$ cat config.mk
export PLATFORM = sky130hd
export DESIGN_NAME = mem_rd_return
export DESIGN_NICKNAME = d
export VERILOG_FILES = /design/src/rtl/mem_rd_return.sv
export SDC_FILE = /design/constraint.sdc
export NUM_CORES = 1
export LEC_CHECK = 0
export ABC_AREA = 1
export BUFFER_PORTS_ARGS = -buffer_cell sky130_fd_sc_hd__buf_4
export CAP_MARGIN = 5
export CORE_MARGIN = 10
export CORE_UTILIZATION = 51
export DETAILED_ROUTE_END_ITERATION = 8
export HOLD_SLACK_MARGIN = 0.02
export PLACE_DENSITY = 0.76
export SYNTH_ARGS = -nofsm -noshare
export SYNTH_HDL_FRONTEND = slang
export SYNTH_SLANG_ARGS = --single-unit
$ cat constraint.sdc
create_clock -name clk -period 3.3 [get_ports clk]
set_input_delay 0.66 -clock clk [delete_from_list [all_inputs] [get_ports clk]]
set_output_delay 0.66 -clock clk [all_outputs]
set_load 0.05 [all_outputs]
$ cat src/rtl/mem_rd_return.sv
// mem_rd_return: credit-limited read issue, LATENCY-deep return tag pipeline and FWFT response FIFO.
// Define MEM_RD_RETURN_ADDR_ECHO_EN to add rsp_addr, the address echoed alongside each response.
module mem_rd_return #(
    parameter int unsigned LATENCY    = 8,
    parameter int unsigned FIFO_DEPTH = 4,
    parameter int unsigned AW         = 16
) (
    input  logic                              clk,
    input  logic                              rst,
    input  logic                              req_valid,
    output logic                              req_ready,
    input  logic [AW-1:0]                     req_addr,
    output logic                              mem_en,
    output logic [AW-1:0]                     mem_addr,
    input  logic [31:0]                       mem_rdata,
    output logic                              rsp_valid,
    input  logic                              rsp_ready,
    output logic [31:0]                       rsp_data,
`ifdef MEM_RD_RETURN_ADDR_ECHO_EN
    output logic [AW-1:0]                     rsp_addr,
`endif
    output logic [$clog2(FIFO_DEPTH+1)-1:0]   outstanding
);

    localparam int unsigned PW = $clog2(FIFO_DEPTH);
    localparam int unsigned CW = $clog2(FIFO_DEPTH + 1);

    logic               accept;
    logic               push;
    logic               pop;

    logic [LATENCY-1:0] tag_q, tag_d;
    logic [PW-1:0]      wr_ptr_q, wr_ptr_d;
    logic [PW-1:0]      rd_ptr_q, rd_ptr_d;
    logic [CW-1:0]      cnt_q, cnt_d;
    logic [CW-1:0]      out_q, out_d;
    logic [31:0]        data_mem_q [FIFO_DEPTH];

    // Credits cover both in-flight reads and FIFO residents, so a capture always finds a free slot.
    assign req_ready   = (out_q < CW'(FIFO_DEPTH));
    assign accept      = req_valid & req_ready;
    assign mem_en      = accept;
    assign mem_addr    = req_addr;

    assign push        = tag_q[LATENCY-1];
    assign rsp_valid   = (cnt_q != '0);
    assign pop         = rsp_valid & rsp_ready;
    assign rsp_data    = data_mem_q[rd_ptr_q];
    assign outstanding = out_q;

    always_comb begin
        tag_d    = tag_q;
        tag_d[0] = accept;
        for (int unsigned k = 1; k < LATENCY; k++) begin
            tag_d[k] = tag_q[k-1];
        end
    end

    always_comb begin
        wr_ptr_d = push ? wr_ptr_q + PW'(1) : wr_ptr_q;
        rd_ptr_d = pop  ? rd_ptr_q + PW'(1) : rd_ptr_q;
        cnt_d    = cnt_q + CW'(push) - CW'(pop);
        out_d    = out_q + CW'(accept) - CW'(pop);
    end

    always_ff @(posedge clk) begin
        if (rst) begin
            tag_q    <= '0;
            wr_ptr_q <= '0;
            rd_ptr_q <= '0;
            cnt_q    <= '0;
            out_q    <= '0;
        end else begin
            tag_q    <= tag_d;
            wr_ptr_q <= wr_ptr_d;
            rd_ptr_q <= rd_ptr_d;
            cnt_q    <= cnt_d;
            out_q    <= out_d;
        end
    end

    // Storage is cleared on reset so rsp_data reads zero until the first capture.
    always_ff @(posedge clk) begin
        if (rst) begin
            for (int unsigned i = 0; i < FIFO_DEPTH; i++) begin
                data_mem_q[i] <= '0;
            end
        end else if (push) begin
            data_mem_q[wr_ptr_q] <= mem_rdata;
        end
    end

`ifdef MEM_RD_RETURN_ADDR_ECHO_EN
    logic [AW-1:0] addr_pipe_q [LATENCY];
    logic [AW-1:0] addr_pipe_d [LATENCY];
    logic [AW-1:0] addr_mem_q  [FIFO_DEPTH];

    always_comb begin
        addr_pipe_d    = addr_pipe_q;
        addr_pipe_d[0] = req_addr;
        for (int unsigned k = 1; k < LATENCY; k++) begin
            addr_pipe_d[k] = addr_pipe_q[k-1];
        end
    end

    always_ff @(posedge clk) begin
        if (rst) begin
            for (int unsigned k = 0; k < LATENCY; k++) begin
                addr_pipe_q[k] <= '0;
            end
            for (int unsigned i = 0; i < FIFO_DEPTH; i++) begin
                addr_mem_q[i] <= '0;
            end
        end else begin
            addr_pipe_q <= addr_pipe_d;
            if (push) begin
                addr_mem_q[wr_ptr_q] <= addr_pipe_q[LATENCY-1];
            end
        end
    end

    assign rsp_addr = addr_mem_q[rd_ptr_q];
`endif

endmodule

Yosys cells after proc, flatten, opt, wreduce, memory -nomap -nowiden. Memories as Yosys holds them, arrays and structs flattened. A register that Yosys moved wholly into a read port is not among the register bits. Cells that the tools add are included.

Flip-flop bits (word level): 18. Bits in writable memories: 128. Bits of input ports: 52. Output and inout port bits: 54. Word-level logic and storage cells: 27. Memories: 1.

Memories: data_mem_q (depth 4, width 32, rd ports 1, clocked after Yosys merged registers in 1, wr ports 4, line 37) `logic [31:0] data_mem_q [FIFO_DEPTH];`.

Add/sub/neg operators: 6. $lt $le $gt $ge: 1. Mux-type cells: 10. Bitwise gates (word level): 2. Reduce and logical (&&, ||, !) cells: 2.

Operator list (count): 32-bit 2-to-1 mux (1); 32-bit OR reduction (1); 3-bit by 1-bit adder with 3-bit output (2); 1-bit 2-to-1 mux (6); 2-bit 2-to-1 mux (3); 3-bit by 1-bit subtractor with 3-bit output (2); 2-bit by 1-bit adder with 2-bit output (second input constant) (2); 3-bit < comparator (second input constant) (1); 3-bit nonzero test (1); 1-bit bitwise AND (2).

Depth between registers and ports, before layout.
Depth in word-level cells: 5. Gate-level depth with buffers: 10. Gate-level depth less buffers: 10.

Worst setup path after synthesis. Ideal clock, no wire load.

Path type: register to register. Start: reg wr_ptr_q[1]. End: mem data_mem_q[2][0], enable pin. Library setup time: 466 ps. Arrival: 2854 ps. Required time: 2834 ps. Slack: -19 ps. Stages on the path, launching flop included: 5. Path buffers: 0. Clock period less this slack: 3319 ps. Cells stage by stage: dfxtp_1 -> inv_1 -> nor2_1 -> inv_1 -> o21ai_0.

RTL lines: start: declaration (line 33) `logic [PW-1:0] wr_ptr_q, wr_ptr_d;`; start signal: assignment (line 75) `wr_ptr_q <= wr_ptr_d;`; end: declaration (line 37).

==> results.json <==
{
  "clock_path_buffers": 2,
  "cp_num_cells": 4,
  "multi_input_area_mm2": 0.001664,
  "tns_ps": 0,
  "cts.sinks": 148,
  "postRouteAntennaNets": 0,
  "required_ps": 2640,
  "place_area_mm2": 0.007025,
  "yosysWarnings": 0,
  "wl_per_cell_um": 17.01,
  "cts_root_buf": "clkbuf_16",
  "ctsResizeCount": 0,
  "r2r_cells": 4,
  "slowest_stage": "buf_4",
  "routed_via_density": 5.249,
  "grt_pass1_wl_mm": 23.20,
  "critPathLaunchType": "flip-flop",
  "max_stage_delay_ps": 520,
  "ctsHoldBuffers": 0,
  "drive_gt1_share_pct": 22.14,
  "antenna_cells": 0,
  "grt_pass1_vias": 4567,
  "skew_ps": 6.778,
  "p_int_w": 0.003760,
  "powerDensity_mw_per_mm2": 773.0,
  "postSynthCellCount": 604,
  "whs_path_depth": 2,
  "end_kind": "output pin",
  "dr.pass1.iters": 4,
  "synth-seq-cells": 148,
  "maxCapViolCount": 0,
  "rsz0062_at_grt": "false",
  "nets": 718,
  "ys_types": 26,
  "synth_area_leaders": "edfxtp_1 (60%), nor2_1 (10%), dfxtp_1 (6.2%)",
  "antenna_found_initial": 0,
  "stdcell_area_mm2": 0.007569,
  "crit_arrival_ps": 2040,
  "synth_top_area_share_pct": 59.81,
  "clk_pin_slew_ps": 60,
  "cp_max_fo": 64,
  "comb_power_share_pct": 32.6,
  "cts_buffers": 17,
  "cp_top_family": "buffers and inverters",
  "syn_nets": 662,
  "hp-class": "reg2reg",
  "drt_iter0_drc": 322,
  "regArea_mm2": 0.004245,
  "dieHeight_um": 132.3,
  "seq_area_frac_synth_pct": 66.04,
  "route.detailed.drc": 0,
  "finalHoldViolCount": 0,
  "ir_drop_mv": 0.4690,
  "status": "finished, final reports clean",
  "syn_area_mm2": 0.006426,
  "pin_count": 106,
  "row_count": 40,
  "port_buffers": 73,
  "nFillCells": 996,
  "power.leakage_nw": 3.078,
  "grt_overflow": 0,
  "cts_tree": "yes",
  "dp_cells": 809,
  "start_util_pct": 52.84,
  "num_vias": 4414,
  "wirelength_mm": 14.31,
  "path_buf_inv": 2,
  "critPathMostFrequentCell": "buf_4",
  "critPathKind": "reg2out",
  "area_growth_pct": 17.78,
  "p_sw_share_pct": 35.73,
  "dp_hpwl_mm": 8.883,
  "dieArea_mm2": 0.01749,
  "period_share_pct": 81.82,
  "clk_latency_ps": 410,
  "sequentialPowerShare_pct": 37.1,
  "power_switching_w": 0.002091,
  "syn_area_per_cell_um2": 10.64,
  "final_cells": 841,
  "pwr-share-clk_pct": 30.3,
  "die_w_um": 132.3,
  "gp_congestion": 0.7828,
  "setup_viol": 0,
  "max_slew_margin_pct": 18.46,
  "slew_violations": 0,
  "htreeDepth": 4,
  "grt_usage_pct": 16.64,
  "grt_max_degree": 65,
  "design.core.area_mm2": 0.01216,
  "post-route-min-period_ps": 2700,
  "crit_chain": "buf_4 > o21ai_0 > o22ai_1 > buf_4",
  "tightest_slew_ps": 1218,
  "post_cts_buffers": 0,
  "fmax_ghz": 0.3704,
  "synth_top_cell_by_area": "edfxtp_1"
}
## cell families (layout without fill, tap and decap cells)
logic type      Yosys count  after routing  synth area share, %
flops                   148            148                66.04
buf+inv                 112            181                8.625
fa+ha+maj                 6              6                1.402
compound gates          105            105                8.839
simple gates            233            233                15.09
## path summary, 6_finish.rpt
check | start | end | slack, ps
hold / removal | tag_q[2] | tag_q[3] | 400
hold reg to reg | tag_q[2] | tag_q[3] | 400
setup reg to reg | wr_ptr_q[1] | data_mem_q[2][16] | 1230
setup / recovery | flip-flop | rsp_data[31] | 600
## synthesized netlist by cell type (all sizes together)
| cell | n |
|---|---|
| a21boi | 1 |
| a21oi | 5 |
| buf | 38 |
| clkbuf | 10 |
| dfxtp | 20 |
| edfxtp | 128 |
| fa | 2 |
| ha | 4 |
| inv | 64 |
| nand2 | 49 |
| nand3 | 2 |
| nand3b | 1 |
| nor2 | 180 |
| nor3 | 1 |
| o21ai | 67 |
| o22ai | 32 |
## final cells by class
cell class	instances	share of cell area, %
Clock buffer	27	6.513
Clock inverter	5	0.6613
Inverter	64	3.207
Tap cell	168	2.777
Timing Repair Buffer	85	8.762
Sequential cell	148	56.09
Multi-Input combinational cell	344	21.99
## flip-flops by register name, indices dropped and copies added, names as in the netlist, named ones only
register / flops
outstanding: 3
wr_ptr_q: 2
rd_ptr_q: 2
tag_q: 8
data_mem_q: 128
cnt_q: 3
## stage by stage
step	hold slack (ps)	worst slack [ps]	total power [W]	utilization, %
after floorplan	388.3	21.37	0.003618	-
final	403.0	599.9	0.005851	62.23
after detailed placement	394.5	1040	0.004137	57.77
after CTS	404.2	595.8	0.005899	62.23
after global routing	426.5	480.6	0.006114	62.23
after global placement	393.5	1102	0.004102	57.77
## placed cells by master, fill, tap and decap left out, drive strengths merged
master  instances
nor2          180
edfxtp        128
buf            85
o21ai          67
inv            64
nand2          49
o22ai          32
clkbuf         27
dfxtp          20
a21oi           5
ha              4
clkinv          4
fa              2
nand3           2
a21boi          1
nor3            1
nand3b          1
bufinv          1
## worst min-delay path, delay by kind of cell, from the launching register on
family	cells	cell delay, ps
buffers and inverters	1	40
DFF	1	290
and+or+nand+nor	1	30
## per-layer routing
metal  GRT usage (%)  wire length [um]
met1           19.10              5687
met2           29.13              7453
met3           3.963               983
met4           6.724               185
met5               0                 0
## power by group through the flow
stage | Clock (W) | Combinational [W] | Sequential (W)
2_1_floorplan | 0 | 0.00137 | 0.00224
3_3_place_gp | 0 | 0.00190 | 0.00220
3_5_place_dp | 0 | 0.00193 | 0.00221
4_1_cts | 0.00179 | 0.00193 | 0.00217
5_1_grt | 0.00186 | 0.00207 | 0.00218
6_report | 0.00177 | 0.00191 | 0.00217
(Power assumes the default switching activity.)
